## config.mk

```make
export PLATFORM = sky130hd
export DESIGN_NAME = oifs_rx_uart
export DESIGN_NICKNAME = d
export VERILOG_FILES = /design/src/rtl/oifs_pkg.sv /design/src/rtl/oifs_sync2.sv /design/src/rtl/oifs_rx_uart.sv
export SDC_FILE = /design/constraint.sdc
export NUM_CORES = 1
export LEC_CHECK = 0
export CORE_ASPECT_RATIO = 0.9
export CORE_MARGIN = 2
export CORE_UTILIZATION = 45
export CTS_CLUSTER_SIZE = 25
export DETAILED_ROUTE_END_ITERATION = 7
export GPL_ROUTABILITY_DRIVEN = 0
export PLACE_DENSITY = 0.74
export SETUP_SLACK_MARGIN = 0.02
export SLEW_MARGIN = 20
export SYNTH_ARGS = -nofsm -noshare
export SYNTH_HDL_FRONTEND = slang
export SYNTH_HIERARCHICAL = 1
export SYNTH_SLANG_ARGS = --single-unit
```

## constraint.sdc

```tcl
create_clock -name i_clk -period 2.3 [get_ports i_clk]
set_input_delay 0.575 -clock i_clk [delete_from_list [all_inputs] [get_ports i_clk]]
set_output_delay 0.575 -clock i_clk [all_outputs]
set_load 0.01 [all_outputs]
```

## src/rtl/oifs_pkg.sv

```systemverilog
// rtl/oifs_pkg.sv - shared OIFS link types and constants
//
// Purpose: types and constants used by both the transmit-side serializer and
// the receive-side deserializer of the OIFS link.
// Contents:
//   rx_state_e      - receive FSM states
//   OIFS_DATA_BITS  - payload bits per frame
//   OIFS_IDLE_LEVEL - line level while idle (and the stop-bit level)
package oifs_pkg;

  typedef enum logic [2:0] {
    RX_IDLE      = 3'd0,
    RX_START     = 3'd1,
    RX_DATA      = 3'd2,
    RX_STOP      = 3'd3,
    RX_WAIT_HIGH = 3'd4
  } rx_state_e;

  localparam int   OIFS_DATA_BITS  = 8;
  localparam logic OIFS_IDLE_LEVEL = 1'b1;

endpackage

```

## src/rtl/oifs_sync2.sv

```systemverilog
// rtl/oifs_sync2.sv - two-flop synchronizer for one asynchronous input
//
// Purpose: brings an asynchronous single-bit input into the i_clk domain.
// The output lags the input by two clock cycles.
// Ports:
//   i_clk - destination clock
//   i_rst - synchronous, active-high reset; both flops load RESET_VAL
//   i_d   - asynchronous input
//   o_q   - synchronized output
module oifs_sync2 #(
  parameter logic RESET_VAL = 1'b0
) (
  input  logic i_clk,
  input  logic i_rst,
  input  logic i_d,
  output logic o_q
);

  logic meta_q;
  logic sync_q;

  always_ff @(posedge i_clk) begin
    if (i_rst) begin
      meta_q <= RESET_VAL;
      sync_q <= RESET_VAL;
    end else begin
      meta_q <= i_d;
      sync_q <= meta_q;
    end
  end

  assign o_q = sync_q;

endmodule

```

## src/rtl/oifs_rx_uart.sv

```systemverilog
// rtl/oifs_rx_uart.sv - OIFS receive-side 8N1 deserializer
//
// Purpose: oversamples the asynchronous line input, recovers 8N1 frames
// (idle high, LSB first) and reports each byte with a one-cycle strobe, or a
// framing-error strobe when the stop bit is low.
// Ports:
//   i_clk       - system clock
//   i_rst       - synchronous, active-high reset
//   i_locked    - PLL lock; while low the receiver is held in idle
//   i_rx        - raw asynchronous line input, idle level 1
//   o_data      - last correctly framed byte, held until the next good frame
//   o_valid     - one-cycle strobe, o_data is new this cycle
//   o_frame_err - one-cycle strobe, stop bit sampled low
//   o_busy      - high whenever the receiver is not idle
import oifs_pkg::*;

module oifs_rx_uart #(
  parameter int CLKS_PER_BIT = 99
) (
  input  logic                      i_clk,
  input  logic                      i_rst,
  input  logic                      i_locked,
  input  logic                      i_rx,
  output logic [OIFS_DATA_BITS-1:0] o_data,
  output logic                      o_valid,
  output logic                      o_frame_err,
  output logic                      o_busy
);

  localparam int CW = $clog2(CLKS_PER_BIT);

  // The counter runs down to zero, so loads are one less than the interval.
  localparam logic [CW-1:0] HALF_LOAD = CW'(CLKS_PER_BIT / 2 - 1);
  localparam logic [CW-1:0] BIT_LOAD  = CW'(CLKS_PER_BIT - 1);
  localparam logic [2:0]    LAST_IDX  = 3'(OIFS_DATA_BITS - 1);

  logic s;

  rx_state_e                 state_q, state_d;
  logic [CW-1:0]             cnt_q, cnt_d;
  logic [2:0]                idx_q, idx_d;
  logic [OIFS_DATA_BITS-1:0] shreg_q, shreg_d;
  logic [OIFS_DATA_BITS-1:0] data_q, data_d;
  logic                      valid_q, valid_d;
  logic                      ferr_q, ferr_d;
  logic                      expired;

  oifs_sync2 #(
    .RESET_VAL (OIFS_IDLE_LEVEL)
  ) u_rx_sync (
    .i_clk (i_clk),
    .i_rst (i_rst),
    .i_d   (i_rx),
    .o_q   (s)
  );

  assign expired = (cnt_q == '0);

  always_comb begin
    state_d = state_q;
    cnt_d   = cnt_q;
    idx_d   = idx_q;
    shreg_d = shreg_q;
    data_d  = data_q;
    valid_d = 1'b0;
    ferr_d  = 1'b0;

    // Lock loss wins over everything, including a stop-bit strobe.
    if (!i_locked) begin
      state_d = RX_IDLE;
    end else begin
      case (state_q)
        RX_IDLE: begin
          if (!s) begin
            cnt_d   = HALF_LOAD;
            state_d = RX_START;
          end
        end

        RX_START: begin
          if (expired) begin
            if (s) begin
              state_d = RX_IDLE;
            end else begin
              cnt_d   = BIT_LOAD;
              idx_d   = 3'd0;
              state_d = RX_DATA;
            end
          end else begin
            cnt_d = cnt_q - CW'(1);
          end
        end

        RX_DATA: begin
          if (expired) begin
            shreg_d[idx_q] = s;
            cnt_d          = BIT_LOAD;
            if (idx_q == LAST_IDX) begin
              state_d = RX_STOP;
            end else begin
              idx_d = idx_q + 3'd1;
            end
          end else begin
            cnt_d = cnt_q - CW'(1);
          end
        end

        RX_STOP: begin
          if (expired) begin
            if (s) begin
              data_d  = shreg_q;
              valid_d = 1'b1;
              state_d = RX_IDLE;
            end else begin
              ferr_d  = 1'b1;
              state_d = RX_WAIT_HIGH;
            end
          end else begin
            cnt_d = cnt_q - CW'(1);
          end
        end

        // A held-low line (break) must not look like a fresh start bit.
        RX_WAIT_HIGH: begin
          if (s) begin
            state_d = RX_IDLE;
          end
        end

        default: state_d = RX_IDLE;
      endcase
    end
  end

  always_ff @(posedge i_clk) begin
    if (i_rst) begin
      state_q <= RX_IDLE;
      cnt_q   <= '0;
      idx_q   <= '0;
      data_q  <= '0;
      valid_q <= 1'b0;
      ferr_q  <= 1'b0;
    end else begin
      state_q <= state_d;
      cnt_q   <= cnt_d;
      idx_q   <= idx_d;
      data_q  <= data_d;
      valid_q <= valid_d;
      ferr_q  <= ferr_d;
    end
  end

  // Only ever read after all data bits of a frame were written.
  always_ff @(posedge i_clk) begin
    shreg_q <= shreg_d;
  end

  assign o_data      = data_q;
  assign o_valid     = valid_q;
  assign o_frame_err = ferr_q;
  assign o_busy      = (state_q != RX_IDLE);

endmodule

```

; After elaboration in Yosys (flattened, before gate mapping)
; Cells that the tools add are included.
[totals]
out_inout_bits = 11
word_cells = 69
ram_bits = 0
memories = 0
reg_bits = 33
latchBits = 0
inputBits = 4
rom_bits = 0
[classes]
eq_ne = 15
add_sub_neg = 2
div = 0
multipliers = 0
order_cmp = 2
bitwise_logic = 3
n_shift = 0
n_reduce_logical = 13
muxes = 25
[ops]
columns = cell, n
row1 = $mux W7, 5
row2 = $mux W3, 11
row3 = $pmux W7 S4, 1
row4 = $ne A2 B2 Y1 const B, 8
row5 = $pmux W3 S5, 1
row6 = $reduce_and A6 Y1, 2
row7 = $bwmux W8, 1
row8 = $logic_not A7 Y1, 1
row9 = $sub A7 B1 Y7 const B, 1
row10 = $eq A3 B2 Y1 const B, 2
row11 = $eq A3 B3 Y1 const B, 2
row12 = $pmux W3 S2, 1
row13 = $reduce_and A5 Y1, 1
row14 = $lt A3 B4 Y1 const B, 1
row15 = $reduce_and A4 Y1, 1
row16 = $reduce_bool A4 Y1, 1
row17 = $reduce_or A4 Y1, 1
row18 = $add A3 B1 Y3 const B, 1
row19 = $demux W1 S3, 1
row20 = $eq A3 B1 Y1 const B, 1
row21 = $ge A3 B1 Y1 const B, 1
row22 = $logic_not A3 Y1, 1
row23 = $mux W1, 3
row24 = $ne A3 B3 Y1 const B, 1
row25 = other kinds (8), 10

; Logic depth before layout (Yosys ltp)
[logic_depth]
word_depth = 5
mapped_depth = 7
depth_no_buf = 6

; Hierarchy
; The synthesis kept the hierarchy.
[by_module_without_submodules]
columns = mod, cells_each, area_each_um2, seq_area_each_um2, instances
row1 = oifs_rx_uart, 162, 1592.8, 700.7, 1
row2 = oifs_sync2, 4, 52.6, 40.0, 1

; Worst setup path before layout
; OpenSTA, ideal clock, no wires.
[synth_timing]
path_type = reg-to-reg
from = reg cnt_q[0]
to = reg shreg_q[0], enable pin
t_arrival_ns = 1.608
setup_time_ns = 0.312
required_ns = 1.988
period_less_slack_ns = 1.920
path_slack_ns = 0.380
n_path_buf = 0
path_stages_with_launch = 7
cell_sequence = dfxtp_1 inv_1 ha_1 nor4b_4 nand3_2 or3b_4 nor3_1
[synth_via]
elab_chain_cells = 2
[synth_rtl]
columns = element, line_no
row1 = start: declaration, oifs_rx_uart.sv:40  ; logic [CW-1:0] cnt_q, cnt_d;
row2 = start signal: assignment, oifs_rx_uart.sv:145  ; cnt_q <= cnt_d;
row3 = $logic_not A7 Y1, oifs_rx_uart.sv:57  ; assign expired = (cnt_q == '0);
row4 = $reduce_and A3 Y1 (no source line), n/a
row5 = end signal: assignment, oifs_rx_uart.sv:155  ; shreg_q <= shreg_d;
row6 = end: declaration, oifs_rx_uart.sv:42  ; logic [OIFS_DATA_BITS-1:0] shreg_q, shreg_d;
; Every way passes these cells.
; A chain may end at the register's enable or synchronous reset.

; Worst setup path after layout
[layout_timing]
from = reg state_q[2]
to = out o_busy
[layout_via]
elab_chain_cells = 1
[layout_rtl]
columns = element, line_no
row1 = start: declaration, oifs_rx_uart.sv:39  ; rx_state_e state_q, state_d;
row2 = start signal: assignment, oifs_rx_uart.sv:144  ; state_q <= state_d;
row3 = $reduce_bool A3 Y1, oifs_rx_uart.sv:161  ; assign o_busy = (state_q != RX_IDLE);
row4 = end: declaration, oifs_rx_uart.sv:27  ; output logic o_busy
; Every way passes these cells.

==> reports/qor.yml <==
outcome:
  outcome: "complete, no violations"
yosys:
  synth-edff-count: 8
  yosys.area.top_type: "dfxtp_1"
  syn_inst: 166
  netlist_area_um2: 1650
  ys_seq_area_share_pct: 45.0
  syn_area_per_cell_um2: 9.91
  ys_warn_count: 6
  synth_area_leaders: "dfxtp_1, edfxtp_1, mux2i_1, nor2_1, ha_1"
  yosys.area.top_type_share_pct: 30.4
  synth-async-reset-ratio_pct: 0
  ys_types: 54
  ys_ff_latch: 33
  synthFlopType: "dfxtp_1"
  synth_nets: 174
detailed_routing:
  drt_iter0_drc: 41
  via_per_inst: 5.79
  drt_pre_antenna_iters: 4
  wl_mm: 3.29
  ant_nets: 0
  wire_per_inst_um: 14.1
  drc_errors: 0
  vias: 1349
critical_path:
  slowest_delay_ns: 0.49
  rrSetupSlack_ns: 0.17
  worstSetupPathType: "flip-flop to output port"
  crit_fanout: 11
  critPathTopFamily: "buffers and inverters"
  crit_buf_inv: 1
  reg2reg_from: "cnt_q[0]"
  rr_endpoint: "shreg_q[0]"
  cpMaxStageDelayCell: "clkdlybuf4s50_1"
  crit_required_ns: 1.73
  cp.arrival_ns: 1.62
  end_kind: "output port"
  path_depth: 2
  endpoint: "o_busy"
  reg2reg_depth: 6
  cp-start-kind: "flip-flop"
  cp-startpoint: "state_q[2]"
  crit_chain: "or3_1, clkdlybuf4s50_1"
clocking:
  cts_sinks: 33
  clkTransAtPathRegs_ns: 0.06
  cts-hold-fix-buffers: 0
  cts-root-buf: "clkbuf_8"
  cts_buffer_depth: 2
  cts-resized-gates: 0
  cts_tree: "yes"
  h-tree-depth: 2
  cts_setup_buffers: 0
  numCtsBuffers: 5
  insertion_delay_ns: 0.29
timing:
  hold_violations: 0
  setup_viol: 0
  worst_pin_slew_ns: 0.491
  finClkSkew_ns: 0.00543
  final.period_utilization_pct: 95.4
  slew_violations: 0
  min_period_ns: 2.19
  max_freq_ghz: 0.456
  holdWs_ns: 0.418
  rsz0062_at_grt: "no"
  setup-tns-final_ns: 0
  max_slew_margin_pct: 67.1
floorplanning:
  rows: 20
  ios: 15
  core_area_um2: 3430
  die-area_um2: 4160
  fp.dieW_um: 67.7
  die_height_um: 61.4
  initial_core_util_pct: 48.0
finish:
  drive_gt1_share_pct: 13.8
  antenna_cells: 0
  area_growth_syn_to_layout_pct: 20.1
  nFillCells: 273
  final_common_cell: "dfxtp_1"
  final_cells: 233
  mostFrequentLayoutCells: "dfxtp_1, nor2_1, clkdlybuf4s50_1"
  seq_area_um2: 741
  multi_input_area_um2: 855
  final_nets: 196
grt:
  grt_pass1_vias: 1166
  grt_use_total_pct: 18.2
  grt_start_max_net_pins: 16
  antenna_found_initial: 0
  grt-ovfl-total: 0
  grt_pass1_wl_mm: 5.44
power_and_ir_drop:
  p_leak_nw: 0.763
  powerDensity_nw_per_um2: 612
  ir_drop_uv: 407
place:
  io_buffers: 14
  dpl.hpwl_mm: 2.35
  place_inst: 225
worst_hold_path:
  hold_depth: 1
  hold_path.class: "flip-flop to flip-flop"
job:
  drv_cap: 0
## routing by layer
metal / track usage, % / wire length (um)
met1: 24.7 / 1510
met2: 27.0 / 1470
met3: 7.31 / 275
met4: 5.25 / 42
met5: 0 / 0
## through the flow
step                      area (um^2)  power, W  util [%]  worst slack [ns]
after floorplan                  1650  0.000668         -             0.380
after global placement           1870  0.000694      54.5             0.153
after detailed placement         1870  0.000695      54.5             0.134
after CTS                        1980   0.00122      57.6             0.112
after global routing             1980   0.00125      57.6            0.0315
final                            1980   0.00121      57.6             0.106
## cells by family after synthesis
logic type	after synthesis	synth area share [%]
flops	33	45.0
mux	10	6.08
xor+xnor	1	0.532
buf+inv	13	3.04
compound gates	33	15.8
simple gates	72	26.5
fa+ha+maj	4	3.04
## worst min-delay path by stage
stage                           from       endpoint  slack, ns
floorplan           u_rx_sync/meta_q  u_rx_sync/o_q       0.38
global placement    u_rx_sync/meta_q  u_rx_sync/o_q       0.40
detailed placement  u_rx_sync/meta_q  u_rx_sync/o_q       0.40
CTS                 u_rx_sync/meta_q  u_rx_sync/o_q       0.42
global route        u_rx_sync/meta_q  u_rx_sync/o_q       0.46
finish              u_rx_sync/meta_q  u_rx_sync/o_q       0.42
## final cells by class
| class | instances | share of cell area, % |
|---|---|---|
| multi-input combinational | 120 | 43.3 |
| sequential | 33 | 37.5 |
| timing repair buffer | 21 | 9.75 |
| clock buffer | 6 | 3.67 |
| tap | 44 | 2.79 |
| clock inverter | 2 | 1.71 |
| inverter | 7 | 1.33 |
## registers in the layout, summed over array words and instances, names as in the netlist
register and cells:
o_valid 1, u_rx_sync/meta_q 1, u_rx_sync/o_q 1, state_q 3
o_frame_err 1, cnt_q 7, shreg_q 8, idx_q 3
o_data 8
## Yosys cell counts, types with 3 or more instances
cell type,number
nand3_1,4
inv_1,7
nor2b_1,4
mux2i_1,10
ha_1,4
clkbuf_1,4
or3_1,3
nor2_1,24
nand2_1,7
a21oi_1,6
nor3_1,5
edfxtp_1,8
nand2b_1,3
dfxtp_1,25
nor3b_1,3
o221ai_1,5
## power by group
group / switching, W / total [W] / leakage, nW / internal [W]
Sequential: 0.00000804 / 0.000605 / 0.272 / 0.000597
Clock: 0.000205 / 0.000525 / 0.0528 / 0.000319
Combinational: 0.0000442 / 0.0000785 / 0.438 / 0.0000343
Power figures use the tool's default switching activity.
